[src/rtl/mem_stage_pkg.sv]
// Shared types for the LEGv8 MEM stage: memory FSM states and the
// control bundle carried through the EX/MEM register.
package mem_stage_pkg;

  typedef enum logic {
    IDLE = 1'b0,
    BUSY = 1'b1
  } mem_state_t;

  typedef struct packed {
    logic       valid;
    logic       memRead;
    logic       memWrite;
    logic       branch;
    logic       regWrite;
    logic       memtoReg;
    logic [4:0] rd;
  } ex_mem_ctrl_t;

endpackage

[src/rtl/memory_stage_if.sv]
// Data-memory req/ack port. The pipeline stage is the master; the memory
// (or its model) is the slave and answers each request with a 1-cycle ack.
interface memory_stage_if #(parameter int N = 64);
  logic         dm_req;
  logic         dm_we;
  logic [N-1:0] dm_addr;
  logic [N-1:0] dm_wdata;
  logic         dm_ack;
  logic [N-1:0] dm_rdata;

  modport master (output dm_req, dm_we, dm_addr, dm_wdata,
                  input  dm_ack, dm_rdata);
  modport slave  (input  dm_req, dm_we, dm_addr, dm_wdata,
                  output dm_ack, dm_rdata);
endinterface

[src/rtl/memory_stage_flopenr.sv]
// Generic async-reset flop bank with load enable; builds the pipeline
// registers on both sides of MEM.
module flopenr #(parameter int W = 64) (
  input  logic         clk,
  input  logic         reset,
  input  logic         en,
  input  logic [W-1:0] d,
  output logic [W-1:0] q
);
  logic [W-1:0] r_q;

  // Clear on reset, load when enabled, otherwise hold.
  always_ff @(posedge clk or posedge reset) begin
    if (reset)   r_q <= '0;
    else if (en) r_q <= d;
  end

  assign q = r_q;
endmodule

[src/rtl/memory_stage.sv]
// LEGv8 MEM stage: EX/MEM register, CBZ resolution, req/ack data-memory
// sequencing with pipeline stall, and the MEM/WB register.
module memory_stage
  import mem_stage_pkg::*;
#(parameter int N = 64) (
  input  logic          clk,
  input  logic          reset,
  input  logic          valid_E,
  input  logic [N-1:0]  aluResult_E,
  input  logic [N-1:0]  writeData_E,
  input  logic [N-1:0]  PCBranch_E,
  input  logic          zero_E,
  input  logic          memRead_E,
  input  logic          memWrite_E,
  input  logic          branch_E,
  input  logic          regWrite_E,
  input  logic          memtoReg_E,
  input  logic [4:0]    rd_E,
  memory_stage_if.master dm,
  output logic          stall_M,
  output logic          PCSrc_M,
  output logic [N-1:0]  PCBranch_M,
  output logic          valid_W,
  output logic          regWrite_W,
  output logic          memtoReg_W,
  output logic [N-1:0]  readData_W,
  output logic [N-1:0]  aluResult_W,
  output logic [4:0]    rd_W
);
  localparam int CW  = $bits(ex_mem_ctrl_t);
  localparam int EXW = CW + 1 + 3*N;
  localparam int WBW = 8 + 2*N;

  ex_mem_ctrl_t   w_ctrl_E;
  ex_mem_ctrl_t   r_ctrl_M;
  logic           r_zero_M;
  logic [N-1:0]   r_alu_M, r_wdata_M, r_pcb_M;
  logic [EXW-1:0] w_exmem_d, w_exmem_q;
  logic [WBW-1:0] w_memwb_d, w_memwb_q;
  logic           w_en_M, w_mem_M, w_busy, w_ack;
  logic [N-1:0]   w_load_data;
  mem_state_t     r_state;

  assign w_ctrl_E = '{valid: valid_E, memRead: memRead_E, memWrite: memWrite_E,
                      branch: branch_E, regWrite: regWrite_E,
                      memtoReg: memtoReg_E, rd: rd_E};

  // EX/MEM: frozen while a memory op waits for its ack.
  assign w_en_M    = ~stall_M;
  assign w_exmem_d = {w_ctrl_E, zero_E, aluResult_E, writeData_E, PCBranch_E};

  flopenr #(.W(EXW)) u_exmem (
    .clk(clk), .reset(reset), .en(w_en_M), .d(w_exmem_d), .q(w_exmem_q)
  );

  assign {r_ctrl_M, r_zero_M, r_alu_M, r_wdata_M, r_pcb_M} = w_exmem_q;

  assign w_mem_M = r_ctrl_M.valid & (r_ctrl_M.memRead | r_ctrl_M.memWrite);
  assign w_busy  = (r_state == BUSY);
  // An ack only counts while a request is outstanding.
  assign w_ack   = w_busy & dm.dm_ack;

  // Request FSM: one IDLE cycle to see the op, then BUSY until ack.
  always_ff @(posedge clk or posedge reset) begin
    if (reset) begin
      r_state <= IDLE;
    end else begin
      case (r_state)
        IDLE:    if (w_mem_M)   r_state <= BUSY;
        BUSY:    if (dm.dm_ack) r_state <= IDLE;
        default:                r_state <= IDLE;
      endcase
    end
  end

  // Bus outputs come only from registers, so they are glitch-free and
  // stable for the whole request.
  assign dm.dm_req   = w_busy;
  assign dm.dm_we    = w_busy & r_ctrl_M.memWrite;
  assign dm.dm_addr  = r_alu_M;
  assign dm.dm_wdata = r_wdata_M;

  assign stall_M    = w_mem_M & ~w_ack;
  assign PCSrc_M    = r_ctrl_M.valid & r_ctrl_M.branch & r_zero_M;
  assign PCBranch_M = r_pcb_M;

  // Load data is taken straight off the bus on the ack edge, which is the
  // same edge that releases the stall and writes MEM/WB.
  assign w_load_data = (r_ctrl_M.valid & r_ctrl_M.memRead) ? dm.dm_rdata : '0;

  // MEM/WB: a stalled cycle writes an all-zero bubble.
  assign w_memwb_d = stall_M ? '0 :
                     {r_ctrl_M.valid, r_ctrl_M.regWrite, r_ctrl_M.memtoReg,
                      r_ctrl_M.rd, w_load_data, r_alu_M};

  flopenr #(.W(WBW)) u_memwb (
    .clk(clk), .reset(reset), .en(1'b1), .d(w_memwb_d), .q(w_memwb_q)
  );

  assign {valid_W, regWrite_W, memtoReg_W, rd_W, readData_W, aluResult_W} = w_memwb_q;

endmodule

[src/flat_wrapper.sv]
// flat-port wrapper written by rule: the top's interface ports become plain ports
module memory_stage_flat import mem_stage_pkg::*;
#(parameter int N = 64)
  (clk, reset, valid_E, aluResult_E, writeData_E, PCBranch_E, zero_E, memRead_E, memWrite_E, branch_E, regWrite_E, memtoReg_E, rd_E, stall_M, PCSrc_M, PCBranch_M, valid_W, regWrite_W, memtoReg_W, readData_W, aluResult_W, rd_W, dm_dm_req, dm_dm_we, dm_dm_addr, dm_dm_wdata, dm_dm_ack, dm_dm_rdata);
  memory_stage_if #(.N(N)) dm_i ();
  input  logic clk;
  input  logic reset;
  input  logic valid_E;
  input  logic [N-1:0] aluResult_E;
  input  logic [N-1:0] writeData_E;
  input  logic [N-1:0] PCBranch_E;
  input  logic zero_E;
  input  logic memRead_E;
  input  logic memWrite_E;
  input  logic branch_E;
  input  logic regWrite_E;
  input  logic memtoReg_E;
  input  logic [4:0] rd_E;
  output logic stall_M;
  output logic PCSrc_M;
  output logic [N-1:0] PCBranch_M;
  output logic valid_W;
  output logic regWrite_W;
  output logic memtoReg_W;
  output logic [N-1:0] readData_W;
  output logic [N-1:0] aluResult_W;
  output logic [4:0] rd_W;
  output wire logic [$bits(dm_i.dm_req)-1:0] dm_dm_req;
  output wire logic [$bits(dm_i.dm_we)-1:0] dm_dm_we;
  output wire logic [$bits(dm_i.dm_addr)-1:0] dm_dm_addr;
  output wire logic [$bits(dm_i.dm_wdata)-1:0] dm_dm_wdata;
  input wire logic [$bits(dm_i.dm_ack)-1:0] dm_dm_ack;
  input wire logic [$bits(dm_i.dm_rdata)-1:0] dm_dm_rdata;
  assign dm_dm_req = dm_i.dm_req;
  assign dm_dm_we = dm_i.dm_we;
  assign dm_dm_addr = dm_i.dm_addr;
  assign dm_dm_wdata = dm_i.dm_wdata;
  assign dm_i.dm_ack = dm_dm_ack;
  assign dm_i.dm_rdata = dm_dm_rdata;
  memory_stage #(.N(N)) u_core (.clk(clk), .reset(reset), .valid_E(valid_E), .aluResult_E(aluResult_E), .writeData_E(writeData_E), .PCBranch_E(PCBranch_E), .zero_E(zero_E), .memRead_E(memRead_E), .memWrite_E(memWrite_E), .branch_E(branch_E), .regWrite_E(regWrite_E), .memtoReg_E(memtoReg_E), .rd_E(rd_E), .dm(dm_i), .stall_M(stall_M), .PCSrc_M(PCSrc_M), .PCBranch_M(PCBranch_M), .valid_W(valid_W), .regWrite_W(regWrite_W), .memtoReg_W(memtoReg_W), .readData_W(readData_W), .aluResult_W(aluResult_W), .rd_W(rd_W));
endmodule
[config.mk]
export PLATFORM = sky130hd
export DESIGN_NAME = memory_stage_flat
export DESIGN_NICKNAME = d
export VERILOG_FILES = /design/src/rtl/mem_stage_pkg.sv /design/src/rtl/memory_stage_if.sv /design/src/rtl/memory_stage_flopenr.sv /design/src/rtl/memory_stage.sv /design/src/flat_wrapper.sv
export SDC_FILE = /design/constraint.sdc
export NUM_CORES = 1
export LEC_CHECK = 0
export ABC_CLOCK_PERIOD_IN_PS = 11100
export CAP_MARGIN = 20
export CORE_AREA = 2 2 232 234
export CTS_BUF_LIST = sky130_fd_sc_hd__clkbuf_4
export DETAILED_ROUTE_END_ITERATION = 6
export DIE_AREA = 0 0 234 236
export DONT_BUFFER_PORTS = 1
export GPL_TIMING_DRIVEN = 0
export HOLD_SLACK_MARGIN = 0.03
export MAX_ROUTING_LAYER = met4
export PLACE_DENSITY = 0.48
export SYNTH_ARGS = -nofsm -noshare
export SYNTH_HDL_FRONTEND = slang
export SYNTH_SLANG_ARGS = --single-unit
export TNS_END_PERCENT = 5
[constraint.sdc]
create_clock -name clk -period 11.1 [get_ports clk]
set_input_delay 1.11 -clock clk [delete_from_list [all_inputs] [get_ports clk]]
set_output_delay 1.11 -clock clk [all_outputs]
set_load 0.005 [all_outputs]
Yosys cells after proc, flatten, opt, wreduce, memory -nomap -nowiden
Cells that the tools add are included.
{"block": "totals", "n_memories": 0, "wordCells": 18, "mem_bits_ro": 0, "in_bits": 271, "ram_bits": 0, "register_bits": 341, "latch_bits": 0}
{"block": "classes", "n_lt_le_gt_ge": 0, "mul": 0, "reduce_logical": 0, "addsub": 0, "eq_ne": 0, "mux": 5, "bitwise": 10, "n_div": 0, "shift": 0}
{"op": "two-way mux 136 bit", "count": 1}
{"op": "two-way mux 64 bit", "count": 1}
{"op": "bitwise AND 1 bit", "count": 7}
{"op": "two-way mux 1 bit", "count": 2}
{"op": "NOT 1 bit", "count": 2}
{"op": "case mux 1 bit (2 select lines)", "count": 1}
{"op": "OR 1 bit", "count": 1}

Logic depth before layout (Yosys ltp)
{"block": "logic_depth", "depth_word": 4, "mapped_depth": 6, "depth_no_buf": 4}

Hierarchy
From an unflattened synthesis, not the netlist that was laid out.
{"block": "unflattened", "hier_cells": 890, "area_unflattened_um2": 14616.5}
{"mod": "flopenr (u_core.u_exmem)", "n_inst": 1, "cells_each": 432, "seq_area_each_um2": 5104.9, "area_each_um2": 8240.4}
{"mod": "flopenr (u_core.u_memwb)", "n_inst": 1, "cells_each": 288, "seq_area_each_um2": 3403.3, "area_each_um2": 5201.2}
{"mod": "memory_stage", "n_inst": 1, "cells_each": 170, "seq_area_each_um2": 25.0, "area_each_um2": 1174.9}

Worst setup path after synthesis
Ideal clock, no wire load.
{"block": "synth_timing", "path_type": "input to output", "from": "in dm_dm_ack", "to": "out stall_M", "required_time_ns": 9.990, "setup_slack_ns": 8.208, "cell_stages": 5, "arrival_time_ns": 1.782, "path_cell_list": "a21boi_4 -> o21ai_4 -> inv_4 -> buf_6 -> buf_6"}
{"block": "synth_via", "elab_chain_len": 3}
{"item": "start: declaration", "line": "flat_wrapper.sv:32", "text": "input wire logic [$bits(dm_i.dm_ack)-1:0] dm_dm_ack;"}
{"item": "bitwise AND 1 bit", "line": "memory_stage.sv:61", "text": "assign w_ack = w_busy & dm.dm_ack;"}
{"item": "NOT 1 bit", "line": "memory_stage.sv:83", "text": "assign stall_M = w_mem_M & ~w_ack;"}
{"item": "bitwise AND 1 bit", "line": "memory_stage.sv:83"}
{"item": "end: declaration", "line": "flat_wrapper.sv:19", "text": "output logic stall_M;"}
Every way passes these cells.

Final worst setup path
{"block": "layout_timing", "from": "reg u_core.r_state (netlist: u_core.dm.dm_req)", "to": "out stall_M"}
{"block": "layout_via", "elab_chain_len": 3}
{"item": "start: declaration", "line": "memory_stage.sv:42", "text": "mem_state_t r_state;"}
{"item": "start signal: assignment", "line": "memory_stage.sv:66", "text": "r_state <= IDLE;"}
{"item": "start signal: assignment", "line": "memory_stage.sv:69", "text": "IDLE: if (w_mem_M) r_state <= BUSY;"}
{"item": "start signal: assignment", "line": "memory_stage.sv:70", "text": "BUSY: if (dm.dm_ack) r_state <= IDLE;"}
{"item": "bitwise AND 1 bit", "line": "memory_stage.sv:61"}
{"item": "NOT 1 bit", "line": "memory_stage.sv:83"}
{"item": "bitwise AND 1 bit", "line": "memory_stage.sv:83"}
Every way passes these cells.

==> flow_summary.json <==
{
  "status": "finished, final reports clean",
  "yosysUniqueCellTypes": 19,
  "fmaxAchievable_mhz": 299,
  "finalNetCount": 1288,
  "cp-startpoint": "u_core.dm.dm_req",
  "netlist_instances": 920,
  "first_iter_violations": 190,
  "avgSynthCellArea_sq_um": 14.6,
  "core_sq_um": 53100,
  "insertion_delay_ns": 0.81,
  "die_h_um": 236,
  "critPathMostFrequentCell": "buf_6",
  "clockBufferDepth": 3,
  "reg2reg_to": "u_core.u_memwb.q[41]",
  "dp.cells": 1618,
  "synth.yosys.seq_area_share": 0.635,
  "place.detailed.hpwl_um": 25500,
  "syn_nets": 1191,
  "fin_ws_ns": 7.76,
  "numCtsBuffers": 93,
  "rows": 85,
  "clockRootBuffer": "clkbuf_4",
  "hold_violations": 0,
  "yosysWarnings": 0,
  "ctsHtreeMaxLevel": 3,
  "drv_cap": 0,
  "grt_max_degree": 127,
  "r2r-start": "u_core.u_exmem.q[201]",
  "die_x_um": 234,
  "path_class": "register to output port",
  "viasPerCell": 3.90,
  "worstPathCellList": "a21boi_4 > o21ai_4 > inv_4 > buf_6 > buf_6",
  "cts_setup_buffers": 0,
  "r2r_slack_ns": 9.09,
  "timing.slew.headroom": 0.516,
  "clk_pin_slew_worst_paths_ns": 0.07,
  "fin_total_pwr_mw": 4.71,
  "final_max_slew_viol_count": 0,
  "start_kind": "register",
  "arrival_ns": 2.23,
  "worstMarginPinSlew_ns": 0.726,
  "route.detailed.drc": 0,
  "critPathMaxFanout": 10,
  "cp.required_ns": 9.99,
  "rsz0062_at_grt": "false",
  "clock_skew_ns": 0.0476,
  "port_buffers": 0,
  "drive_above_1_share": 0.429,
  "hold_class": "input port to async pin",
  "netlist_area_sq_um": 13400,
  "antenna_found_initial": 16,
  "slowest_delay_ns": 0.46,
  "cts_tree": "built",
  "finalCritPeriodShare": 0.301,
  "layout.cells.non_filler": 1792,
  "area_growth_syn_to_layout_pct": 15.9,
  "wl_um": 34000,
  "synth.ff_latch_count": 341,
  "vias": 6984,
  "r2r_cells": 4,
  "async_flop_share": 1.00,
  "antenna_left": 0,
  "slowest_stage": "dfrtp_1",
  "initial_core_util": 0.253,
  "cp-end-kind": "output port",
  "leakage_nw": 7.18,
  "ios": 603,
  "ctsHoldBuffers": 0,
  "overflow": 0,
  "wl_per_cell_um": 19.0,
  "grt_pass1_vias": 7707,
  "dieArea_sq_um": 55200,
  "tns_ns": 0,
  "grt_pass1_wl_um": 49100,
  "synth_edf_count": 0,
  "crit_path_end": "stall_M",
  "synthFlopType": "dfrtp_1",
  "period_minus_slack_ns": 3.34,
  "drt_pass1_iterations": 4,
  "cts.sinks": 341,
  "post_cts_resized": 0,
  "place_congestion": 0.768,
  "peakVddDrop_uv": 107,
  "track_usage": 0.126,
  "power.density_nw_per_um2": 303,
  "setup_viol": 0,
  "dp_slack_ns": 7.85
}
## stage by stage
stage	util	hold slack, ns	cell area (sq um)
after floorplan	-	0.449	13400
after global routing	0.294	0.216	15600
final	0.294	0.252	15600
after CTS	0.293	0.149	15500
after global placement	0.270	0.460	14300
after detailed placement	0.271	0.467	14400
## synthesized netlist by cell type (2+ instances only)
cell type  number  area (sq um)
buf_2           9          45.0
dfrtp_1       341          8530
a22o_1          2          17.5
buf_4         192          1440
mux2_1        100          1130
nand2_1         2          7.51
mux2_2        101          1140
inv_1           2          7.51
buf_6          12           135
clkbuf_1       14          52.6
and2_1        137           857
## logic make-up (layout without fill, tap and decap cells)
kind of cell,after synthesis,after routing,share of synthesized area
DFF,341,341,0.635
buffers and inverters,231,393,0.127
and+or+nand+nor,142,142,0.0659
AOI/OAI and AO/OA,5,5,0.00428
other,0,14,0
muxes,201,201,0.168
## worst min path at each step
| stage | from | endpoint | slack (ns) | cells past startpoint |
|---|---|---|---|---|
| after floorplan | u_core.u_exmem.q[193] | u_core.u_memwb.q[128] | 0.45 | 1 |
| after global placement | u_core.u_exmem.q[199] | u_core.u_memwb.q[134] | 0.46 | 1 |
| after detailed placement | u_core.u_exmem.q[194] | u_core.u_memwb.q[129] | 0.47 | 1 |
| after CTS | reset | u_core.u_exmem.q[55] | 0.15 | 1 |
| after global routing | reset | u_core.u_exmem.q[53] | 0.22 | 1 |
| final | reset | u_core.u_exmem.q[55] | 0.25 | 1 |
## power by group
group | internal (mW) | switching, mW
Sequential | 1.75 | 0.330
Clock | 0.591 | 0.521
Combinational | 0.882 | 0.635
## cell type report
class / instances / area (sq um)
timing repair buffer: 2 / 55.1
clock buffer: 131 / 983
clock inverter: 29 / 186
inverter: 3 / 21.3
antenna: 14 / 35.0
sequential: 341 / 8530
fill: 5419 / 37500
buffer: 228 / 1690
multi-input combinational: 348 / 3210
tap: 696 / 871
## flip-flops by register name, indices dropped and copies added (netlist names)
| signal | count |
|---|---|
| u_core.u_exmem.q | 204 |
| u_core.u_memwb.q | 136 |
| u_core.dm.dm_req | 1 |
## per-layer routing
metal,up-vias,share of wire,track usage
met2,379,0.51,0.203
met4,0,0.024,0.0575
met5,-,0,-
met3,64,0.11,0.0580
met1,3454,0.36,0.129
li1,3087,-,-
## critical path, delay by kind of cell (launching register included)
| kind | cells | cell delay [ns] |
|---|---|---|
| DFF | 1 | 0.46 |
| AOI/OAI and AO/OA | 2 | 0.42 |
| buffers and inverters | 3 | 0.57 |
## cell usage in the layout (no fill, tap or decap), drive strengths merged
cell	count
clkbuf	145
clkinv	24
and2	137
buf	216
dfrtp	341
and3	1
a21boi	1
a22o	2
nand2	2
nand2b	1
inv	6
and4	1
mux2	201
diode	14
bufinv	2
o21ai	2
Power figures use the tool's default switching activity.
